--- src/rtl/apb_burst_master_if.sv ---
// apb_burst_master_if: 8-bit APB bus between the burst master and a byte-wide memory slave.
interface apb_burst_master_if #(
  parameter int ADDR_W = 16
);
  logic [ADDR_W-1:0] paddr;
  logic              psel;
  logic              penable;
  logic              pwrite;
  logic [7:0]        pwdata;
  logic [7:0]        prdata;
  logic              pready;
  logic              pslverr;
  modport master (output paddr, psel, penable, pwrite, pwdata, input prdata, pready, pslverr);
  modport slave  (input paddr, psel, penable, pwrite, pwdata, output prdata, pready, pslverr);
endinterface

--- src/rtl/apb_burst_master.sv ---
// apb_burst_master: sequences 1..MAX_BYTES byte transfers per request at consecutive APB addresses.
// Defining APB_TIMEOUT_EN aborts an ACCESS phase after TIMEOUT_CYCLES wait states.
module apb_burst_master #(
  parameter int ADDR_W         = 16,
  parameter int MAX_BYTES      = 3,
  parameter int TIMEOUT_CYCLES = 16,
  localparam int LEN_W         = $clog2(MAX_BYTES + 1)
) (
  input  logic                   sysclk,
  input  logic                   rst_n,
  input  logic                   req,
  input  logic [ADDR_W-1:0]      addr,
  input  logic                   we,
  input  logic [LEN_W-1:0]       len,
  input  logic [8*MAX_BYTES-1:0] wdata,
  output logic                   busy,
  output logic                   done,
  output logic [8*MAX_BYTES-1:0] rdata,
  output logic [1:0]             err_code,
  apb_burst_master_if.master     apb
);
  localparam int RW = 8 * MAX_BYTES;
  localparam logic [1:0] IDLE = 2'd0, SETUP = 2'd1, ACCESS = 2'd2, DONE = 2'd3;
  localparam logic [LEN_W-1:0] MAXB = LEN_W'(MAX_BYTES);
  logic [1:0]        state_q, state_d;
  logic [ADDR_W-1:0] paddr_q, paddr_d;
  logic [7:0]        pwdata_q, pwdata_d;
  logic [RW-1:0]     wbuf_q, wbuf_d, rdata_q, rdata_d;
  logic [LEN_W-1:0]  rem_q, rem_d;
  logic [1:0]        err_q, err_d;
  logic              busy_q, busy_d, done_q, done_d, psel_q, psel_d, penable_q, penable_d, pwrite_q, pwrite_d;
  logic [LEN_W-1:0]  n;
  logic [RW-1:0]     wshift;
  logic              expired;
  assign n = (len > MAXB) ? MAXB : len;
  // Left-align the used write bytes so each transfer takes the top byte.
  assign wshift = wdata << {MAXB - n, 3'b000};
`ifdef APB_TIMEOUT_EN
  localparam int CW = $clog2(TIMEOUT_CYCLES + 1);
  logic [CW-1:0] cnt_q, cnt_d;
  always_comb cnt_d = (state_q == ACCESS) ? cnt_q + CW'(1) : '0;
  always_ff @(posedge sysclk or negedge rst_n)
    if (!rst_n) cnt_q <= '0;
    else        cnt_q <= cnt_d;
  assign expired = state_q == ACCESS && !apb.pready && cnt_q == CW'(TIMEOUT_CYCLES - 1);
`else
  assign expired = 1'b0;
`endif
  always_comb begin
    state_d   = state_q;
    paddr_d   = paddr_q;
    pwdata_d  = pwdata_q;
    wbuf_d    = wbuf_q;
    rdata_d   = rdata_q;
    rem_d     = rem_q;
    err_d     = err_q;
    busy_d    = busy_q;
    done_d    = 1'b0;
    psel_d    = psel_q;
    penable_d = penable_q;
    pwrite_d  = pwrite_q;
    case (state_q)
      IDLE: if (req) begin
        busy_d   = 1'b1;
        err_d    = 2'b00;
        pwrite_d = we;
        if (!we || n == '0) rdata_d = '0;
        if (n == '0) state_d = DONE;
        else begin
          state_d  = SETUP;
          psel_d   = 1'b1;
          paddr_d  = addr;
          pwdata_d = wshift[RW-1 -: 8];
          wbuf_d   = wshift << 8;
          rem_d    = n;
        end
      end
      SETUP: begin
        state_d   = ACCESS;
        penable_d = 1'b1;
      end
      ACCESS: if (apb.pready && apb.pslverr) begin
        err_d     = 2'b01;
        psel_d    = 1'b0;
        penable_d = 1'b0;
        state_d   = DONE;
      end else if (apb.pready) begin
        penable_d = 1'b0;
        if (!pwrite_q) rdata_d = (rdata_q << 8) | RW'(apb.prdata);
        if (rem_q == LEN_W'(1)) begin
          psel_d  = 1'b0;
          state_d = DONE;
        end else begin
          state_d  = SETUP;
          paddr_d  = paddr_q + ADDR_W'(1);
          pwdata_d = wbuf_q[RW-1 -: 8];
          wbuf_d   = wbuf_q << 8;
          rem_d    = rem_q - LEN_W'(1);
        end
      end else if (expired) begin
        err_d     = 2'b10;
        psel_d    = 1'b0;
        penable_d = 1'b0;
        state_d   = DONE;
      end
      default: begin
        state_d = IDLE;
        done_d  = 1'b1;
        busy_d  = 1'b0;
      end
    endcase
  end
  always_ff @(posedge sysclk or negedge rst_n)
    if (!rst_n) begin
      state_q   <= IDLE;
      paddr_q   <= '0;
      pwdata_q  <= '0;
      wbuf_q    <= '0;
      rdata_q   <= '0;
      rem_q     <= '0;
      err_q     <= 2'b00;
      busy_q    <= 1'b0;
      done_q    <= 1'b0;
      psel_q    <= 1'b0;
      penable_q <= 1'b0;
      pwrite_q  <= 1'b0;
    end else begin
      state_q   <= state_d;
      paddr_q   <= paddr_d;
      pwdata_q  <= pwdata_d;
      wbuf_q    <= wbuf_d;
      rdata_q   <= rdata_d;
      rem_q     <= rem_d;
      err_q     <= err_d;
      busy_q    <= busy_d;
      done_q    <= done_d;
      psel_q    <= psel_d;
      penable_q <= penable_d;
      pwrite_q  <= pwrite_d;
    end
  assign busy        = busy_q;
  assign done        = done_q;
  assign rdata       = rdata_q;
  assign err_code    = err_q;
  assign apb.paddr   = paddr_q;
  assign apb.psel    = psel_q;
  assign apb.penable = penable_q;
  assign apb.pwrite  = pwrite_q;
  assign apb.pwdata  = pwdata_q;
endmodule

--- src/flat_wrapper.sv ---
// flat-port wrapper written by rule: the top's interface ports become plain ports
module apb_burst_master_flat 
#(
  parameter int ADDR_W         = 16,
  parameter int MAX_BYTES      = 3,
  parameter int TIMEOUT_CYCLES = 16,
  localparam int LEN_W         = $clog2(MAX_BYTES + 1)
)
  (sysclk, rst_n, req, addr, we, len, wdata, busy, done, rdata, err_code, apb_paddr, apb_psel, apb_penable, apb_pwrite, apb_pwdata, apb_prdata, apb_pready, apb_pslverr);
  apb_burst_master_if #(.ADDR_W(ADDR_W)) apb_i ();
  input  logic sysclk;
  input  logic rst_n;
  input  logic req;
  input  logic [ADDR_W-1:0] addr;
  input  logic we;
  input  logic [LEN_W-1:0] len;
  input  logic [8*MAX_BYTES-1:0] wdata;
  output logic busy;
  output logic done;
  output logic [8*MAX_BYTES-1:0] rdata;
  output logic [1:0] err_code;
  output wire logic [$bits(apb_i.paddr)-1:0] apb_paddr;
  output wire logic [$bits(apb_i.psel)-1:0] apb_psel;
  output wire logic [$bits(apb_i.penable)-1:0] apb_penable;
  output wire logic [$bits(apb_i.pwrite)-1:0] apb_pwrite;
  output wire logic [$bits(apb_i.pwdata)-1:0] apb_pwdata;
  input wire logic [$bits(apb_i.prdata)-1:0] apb_prdata;
  input wire logic [$bits(apb_i.pready)-1:0] apb_pready;
  input wire logic [$bits(apb_i.pslverr)-1:0] apb_pslverr;
  assign apb_paddr = apb_i.paddr;
  assign apb_psel = apb_i.psel;
  assign apb_penable = apb_i.penable;
  assign apb_pwrite = apb_i.pwrite;
  assign apb_pwdata = apb_i.pwdata;
  assign apb_i.prdata = apb_prdata;
  assign apb_i.pready = apb_pready;
  assign apb_i.pslverr = apb_pslverr;
  apb_burst_master #(.ADDR_W(ADDR_W), .MAX_BYTES(MAX_BYTES), .TIMEOUT_CYCLES(TIMEOUT_CYCLES)) u_core (.sysclk(sysclk), .rst_n(rst_n), .req(req), .addr(addr), .we(we), .len(len), .wdata(wdata), .busy(busy), .done(done), .rdata(rdata), .err_code(err_code), .apb(apb_i));
endmodule
--- config.mk ---
export PLATFORM = sky130hd
export DESIGN_NAME = apb_burst_master_flat
export DESIGN_NICKNAME = d
export VERILOG_FILES = /design/src/rtl/apb_burst_master_if.sv /design/src/rtl/apb_burst_master.sv /design/src/flat_wrapper.sv
export SDC_FILE = /design/constraint.sdc
export NUM_CORES = 1
export LEC_CHECK = 0
export CORE_MARGIN = 2
export CORE_UTILIZATION = 55
export CTS_CLUSTER_DIAMETER = 80
export DETAILED_ROUTE_END_ITERATION = 6
export DONT_BUFFER_PORTS = 1
export PLACE_DENSITY = 0.73
export SYNTH_ARGS = -nofsm -noshare
export SYNTH_HDL_FRONTEND = slang
export SYNTH_SLANG_ARGS = --single-unit
--- constraint.sdc ---
create_clock -name sysclk -period 1.91 [get_ports sysclk]
set_input_delay 0.382 -clock sysclk [delete_from_list [all_inputs] [get_ports sysclk]]
set_output_delay 0.382 -clock sysclk [all_outputs]
set_load 0.02 [all_outputs]
==> results_dict.tcl, run 1 <==
set metrics [dict create \
    via_count 3325 \
    placement.cell_area_sq_mm 0.00434 \
    ys_types 47 \
    setup_viol_count_final 0 \
    run_status "finished, violations left" \
    core.rowCount 31 \
    combinational_share_of_power_pct 46.0 \
    io_buffer_count 0 \
    synth-main-ff-cell "sky130_fd_sc_hd__dfrtp_1" \
    max_cap_viol_count 0 \
    tritoncts "yes" \
    h-tree-depth 3 \
    sequential_group_share_of_total_power_pct 37.0 \
    core_region_area_sq_mm 0.00729 \
    grt_max_degree 75 \
    yosys_register_bits 74 \
    worst_clock_skew_ns 0.00827 \
    routed_wl_um 9650 \
    setup.reg_to_reg.worst_slack_ns 0.10 \
    critical_path.max_fanout 28 \
    layout.cells.most_common_list "sky130_fd_sc_hd__dfrtp_1, sky130_fd_sc_hd__o21ai_0, sky130_fd_sc_hd__nand2_1" \
    critPathArrivalTime_ns 2.06 \
    leakagePower_nw 2.04 \
    achievable-frequency_mhz 554 \
    sw_frac_of_total_pct 43.6 \
    synthesis.yosys.warnings 0 \
    count_of_final_max_slew_check_failures 0 \
    cts_inserted_buffers 9 \
    syn-num-nets 515 \
    failed_checks "negative hold slack" \
    p_int_mw 4.47 \
    detailedPlacementHpwl_um 6670 \
    clockBufferDepth 2 \
    synthArstFlopShare_pct 100 \
    cell_family_with_most_cp_delay "compound AO/OA/AOI/OAI gates" \
    netlist.area_leader.share_pct 44.6 \
    grt_pass1_vias 3174 \
    floorplan.initialDensity_pct 56.9 \
    hold_path_class "in2async" \
    critical_path_required_ns 2.17 \
    grt_first_pass_wirelength_um 15900 \
    p_total_mw 7.91 \
    final_design_area_no_fill_sq_mm 0.00459 \
    cts_root_buffer "sky130_fd_sc_hd__clkbuf_8" \
    synth_sequential_area_ratio_pct 44.6 \
    synth_area_sq_mm 0.00415 \
    post_route_cells_drive_above_1_share_pct 12.7 \
    final_cycle_utilization_of_the_critical_path_pct 94.5 \
    clock_power_share_pct 17.0 \
    area_of_the_die_sq_mm 0.00825 \
    cts.repair_timing.setup_buffer_count 0 \
    dr.pass1.iters 4 \
    synthToLayoutAreaGrowth_pct 10.5 \
    routed_wire_length_per_instance_um 17.4 \
    die_w_um 90.9 \
    synthCells 451 \
    synth.area.top_cells "sky130_fd_sc_hd__dfrtp_1, sky130_fd_sc_hd__mux2i_1, sky130_fd_sc_hd__o21ai_0" \
    startpoint_type "flip-flop" \
    critical_path_slowest_stage_cell "sky130_fd_sc_hd__dfrtp_2" \
    mostFrequentLayoutCell "sky130_fd_sc_hd__dfrtp_1" \
    final_period_minus_worst_setup_slack_ns 1.81 \
    switching_power_mw 3.45 \
    antenna_cells 0 \
    crit_chain "inv_1 > ha_4 > o211a_1 > o21ai_2 > nand2b_2 > buf_12 > o31ai_1" \
    gp_congestion 0.820 \
    cts_sinks 74 \
    worst_skew_pair.late_latency_ns 0.35 \
    num_io_pins 111 \
    clk_pin_slew_ns 0.08 \
    post_synth.cell_area_avg_sq_um 9.20 \
    yosysTopAreaCell "sky130_fd_sc_hd__dfrtp_1" \
    cp-end-kind "flip-flop" \
    critical-path-max-stage-delay_ns 0.46 \
    power_per_cell_area_mw_per_mm2 1730 \
    initialDrtViolationCount 277 \
    report.final.hold_viol_count 74 \
    hold_ws_ns -0.288 \
    fin_setup_tns_ns 0 \
    count_of_flip_flops_with_a_built_in_enable_after_synthesis 0 \
    timing.critical_path.buf_inv 2 \
    grt_setup_unrepaired "no" \
    setup.worst_path.class "reg2reg" \
    grt-ovfl-total 0 \
    grt_antenna_before_repair 0 \
    grt.total_usage_pct 24.0 \
    drc 0 \
    drt.antenna.violating_nets 0 \
    viasPerCell 5.99 \
    die_h_um 90.9 \
    irDropWorstVdd_mv 1.17 \
    fin_nets 516 \
]
sequential cells by signal (all words and copies together), names as in the netlist, 2 cells and up:
register and cells:
u_core.apb.paddr 16, u_core.rem_q 2, u_core.state_q 2, u_core.apb.pwdata 8, u_core.rdata 24, u_core.wbuf_q 16
per-layer routing:
| layer | global-route usage [%] | part of all wire (%) |
|---|---|---|
| met5 | 0 | 0 |
| met4 | 5.56 | 1.3 |
| met3 | 9.18 | 8.7 |
| met2 | 37.5 | 48 |
| met1 | 31.8 | 42 |
synth_stat cells, drive strengths merged, types with 11 or more instances:
cell type and instances:
inv 32, nor2 14, o21ai 63, dfrtp 74, mux2i 45, clkbuf 19
buf 21, a211oi 17, nand2 49, a21oi 31, a2bb2oi 11
cell type report:
| class | count | area, sq um |
|---|---|---|
| tap | 99 | 124 |
| timing repair buffer | 30 | 263 |
| clock inverter | 6 | 90.1 |
| clock buffer | 9 | 124 |
| sequential | 74 | 1850 |
| fill | 647 | 2710 |
| multi-input combinational | 305 | 2010 |
| inverter | 32 | 120 |
worst paths after layout:
path	from	end	cells past startpoint
max in group asynchronous	rst_n	u_core.apb.penable	0
max reg2reg	u_core.state_q[1]	u_core.apb.paddr[0]	7
min	rst_n	u_core.apb.pwdata[7]	0
min reg2reg	u_core.wbuf_q[9]	u_core.wbuf_q[9]	2
min in group sysclk	wdata[5]	u_core.wbuf_q[13]	2
max	u_core.state_q[1]	u_core.apb.paddr[0]	7
kinds of logic after synthesis:
kind of cell	Yosys count	synth area share, %
buffers and inverters	72	7.66
other	1	0.0904
flip-flops	74	44.6
AND/OR/NAND/NOR	105	12.1
multiplexers	47	11.4
adder cells (fa/ha/maj)	8	2.41
AO/OA/AOI/OAI	144	21.7
worst register-to-register path: stages, from the launching register on:
cell	delay, ns
sky130_fd_sc_hd__dfrtp_2	0.46
sky130_fd_sc_hd__inv_1	0.13
sky130_fd_sc_hd__ha_4	0.17
sky130_fd_sc_hd__o211a_1	0.18
sky130_fd_sc_hd__o21ai_2	0.11
sky130_fd_sc_hd__nand2b_2	0.25
sky130_fd_sc_hd__buf_12	0.19
sky130_fd_sc_hd__o31ai_1	0.22
power groups by stage:
stage	Combinational (mW)	Clock (mW)	Sequential [mW]
after floorplan	2.47	0	3.04
after global placement	3.49	0	2.93
after detailed placement	3.58	0	2.96
after CTS	3.61	1.36	2.93
after global routing	4.02	1.45	3.01
final	3.64	1.35	2.93
stage by stage:
stage | worst slack [ns] | instances | util [%]
finish | 0.105 | 555 | 62.9
global route | 0.00746 | 555 | 62.9
CTS | 0.000733 | 555 | 62.6
detailed placement | -0.00143 | 540 | 59.5
global placement | 0.112 | 540 | 59.5
floorplan | 0.128 | 451 | -
repair_timing:
action | in CTS | in global routing
setup endpoints to repair | 3 | 48
hold endpoints to repair | 74 | 74
resized for setup | 2 | 7
Power figures use the tool's default switching activity.
==> run 2, diff against run 1 <==
PLACE_DENSITY = unset   (was 0.73)
PLACE_DENSITY_LB_ADDON = 0.2   (was unset)
clock period = 1.9 ns   (was 1.91 ns; I/O delays follow)
==> results_dict.tcl, run 2 (synthesis gave the netlist of run 1 again) <==
set metrics [dict create \
    run_status "finished, violations left" \
    failed_checks "negative hold slack" \
    critical_path.max_fanout 30 \
    worst_skew_pair.late_latency_ns 0.35 \
    setup.worst_path.class "reg2reg" \
    sequential_group_share_of_total_power_pct 37.0 \
    p_total_mw 7.97 \
    count_of_final_max_slew_check_failures 0 \
    h-tree-depth 3 \
    grt.total_usage_pct 23.6 \
    final_period_minus_worst_setup_slack_ns 1.81 \
    detailedPlacementHpwl_um 6480 \
    grt_first_pass_wirelength_um 15800 \
    num_io_pins 111 \
    cp-end-kind "flip-flop" \
    hold_path_class "in2async" \
    clk_pin_slew_ns 0.09 \
    detailedPlace.worstSlack_ns 0.0567 \
    fin_nets 516 \
    setup_viol_count_final 0 \
    critPathArrivalTime_ns 2.07 \
    cts_root_buffer "sky130_fd_sc_hd__clkbuf_8" \
    clockBufferDepth 2 \
    grt_pass1_vias 3267 \
    clock_power_share_pct 16.1 \
    setup_ws_post_layout_ns 0.0933 \
    report.final.hold_viol_count 74 \
    die_h_um 90.9 \
    via_count 3316 \
    switching_power_mw 3.53 \
    tritoncts "yes" \
    synthToLayoutAreaGrowth_pct 11.6 \
    critical_path_required_ns 2.16 \
    fin_setup_tns_ns 0 \
    grt_max_degree 75 \
    viasPerCell 5.96 \
    post_route_cells_drive_above_1_share_pct 13.3 \
    core.rowCount 31 \
    drt.antenna.violating_nets 0 \
    io_buffer_count 0 \
    achievable-frequency_mhz 553 \
    finalCoreUtilization_pct 63.5 \
    worst_clock_skew_ns 0.0139 \
    irDropWorstVdd_mv 1.22 \
    grt-ovfl-total 0 \
    max_cap_viol_count 0 \
    startpoint_type "flip-flop" \
    reg2regPathDepth 7 \
    final_cycle_utilization_of_the_critical_path_pct 95.1 \
    mostFrequentLayoutCell "sky130_fd_sc_hd__dfrtp_1" \
    floorplan.initialDensity_pct 56.9 \
    layout.cells.most_common_list "sky130_fd_sc_hd__dfrtp_1, sky130_fd_sc_hd__o21ai_0, sky130_fd_sc_hd__nand2_1" \
    die_w_um 90.9 \
    core_region_area_sq_mm 0.00729 \
    grt_antenna_before_repair 0 \
    dr.pass1.iters 4 \
    power_per_cell_area_mw_per_mm2 1720 \
    fill_cells 658 \
    cts_sinks 74 \
    sw_frac_of_total_pct 44.2 \
    gp_congestion 0.838 \
    drc 0 \
    routed_wl_um 9780 \
    grt_setup_unrepaired "no" \
    leakagePower_nw 2.05 \
    antenna_cells 0 \
    area_of_the_die_sq_mm 0.00825 \
    p_int_mw 4.44 \
    largest_reg_flops 24 \
    cts_inserted_buffers 9 \
    combinational_share_of_power_pct 46.8 \
    hold_ws_ns -0.288 \
    initialDrtViolationCount 170 \
    routed_wire_length_per_instance_um 17.6 \
]
## run 2: critical path: stages (launching register included)
cell and delay (ns):
sky130_fd_sc_hd__dfrtp_1 0.43, sky130_fd_sc_hd__inv_2 0.13, sky130_fd_sc_hd__ha_2 0.23, sky130_fd_sc_hd__o211a_1 0.21, sky130_fd_sc_hd__o21ai_4 0.10, sky130_fd_sc_hd__nand2b_1 0.18
sky130_fd_sc_hd__buf_12 0.19, sky130_fd_sc_hd__a221oi_2 0.26
## run 2: routing by layer
metal / part of all wire [%] / vias up / GRT usage, %
met5: 0 / - / 0
met4: 0.94 / 0 / 6.19
met3: 6.7 / 8 / 6.93
met2: 49 / 95 / 38.7
met1: 43 / 1623 / 30.7
li1: - / 1590 / -
## run 2: worst paths after layout
| path | end | from | slack, ns |
|---|---|---|---|
| worst max-delay path | u_core.apb.paddr[12] | u_core.state_q[0] | 0.09 |
| worst min-delay path | u_core.apb.pwdata[7] | rst_n | -0.29 |
| worst max register to register | u_core.apb.paddr[12] | u_core.state_q[0] | 0.09 |
| worst min register to register | u_core.wbuf_q[13] | u_core.wbuf_q[13] | 0.51 |
| max in group asynchronous | u_core.apb.penable | rst_n | 2.06 |
| min in group sysclk | u_core.rdata[4] | apb_prdata[4] | 0.16 |
## run 2: per-stage QoR
stage               cell area, sq um  instances
floorplan                       4150        451
global placement                4330        537
detailed placement              4330        537
CTS                             4540        553
global route                    4630        556
finish                          4630        556
## run 2: area by class of cell
| cell class | instances | area, sq um | share of cell area, % |
|---|---|---|---|
| flip-flops and latches | 74 | 1850 | 40.0 |
| multi-input cells | 305 | 2020 | 43.6 |
| clock inverters | 6 | 71.3 | 1.54 |
| clock buffers | 10 | 138 | 2.97 |
| repair buffers | 30 | 304 | 6.57 |
| inverters | 32 | 120 | 2.59 |
| well taps | 99 | 124 | 2.68 |
## run 2: power groups by stage
| stage | Combinational [mW] | Clock (mW) | Sequential, mW |
|---|---|---|---|
| finish | 3.73 | 1.29 | 2.95 |
| global route | 4.11 | 1.38 | 3.04 |
| CTS | 3.55 | 1.32 | 2.95 |
| detailed placement | 3.54 | 0 | 2.98 |
| global placement | 3.45 | 0 | 2.96 |
| floorplan | 2.49 | 0 | 3.06 |
## run 2: timing repair
item | in CTS | in global routing
gates resized for setup | 0 | 13
endpoints found under the setup margin | 0 | 43
buffers inserted | 0 | 2
hold endpoints to repair | 74 | 74
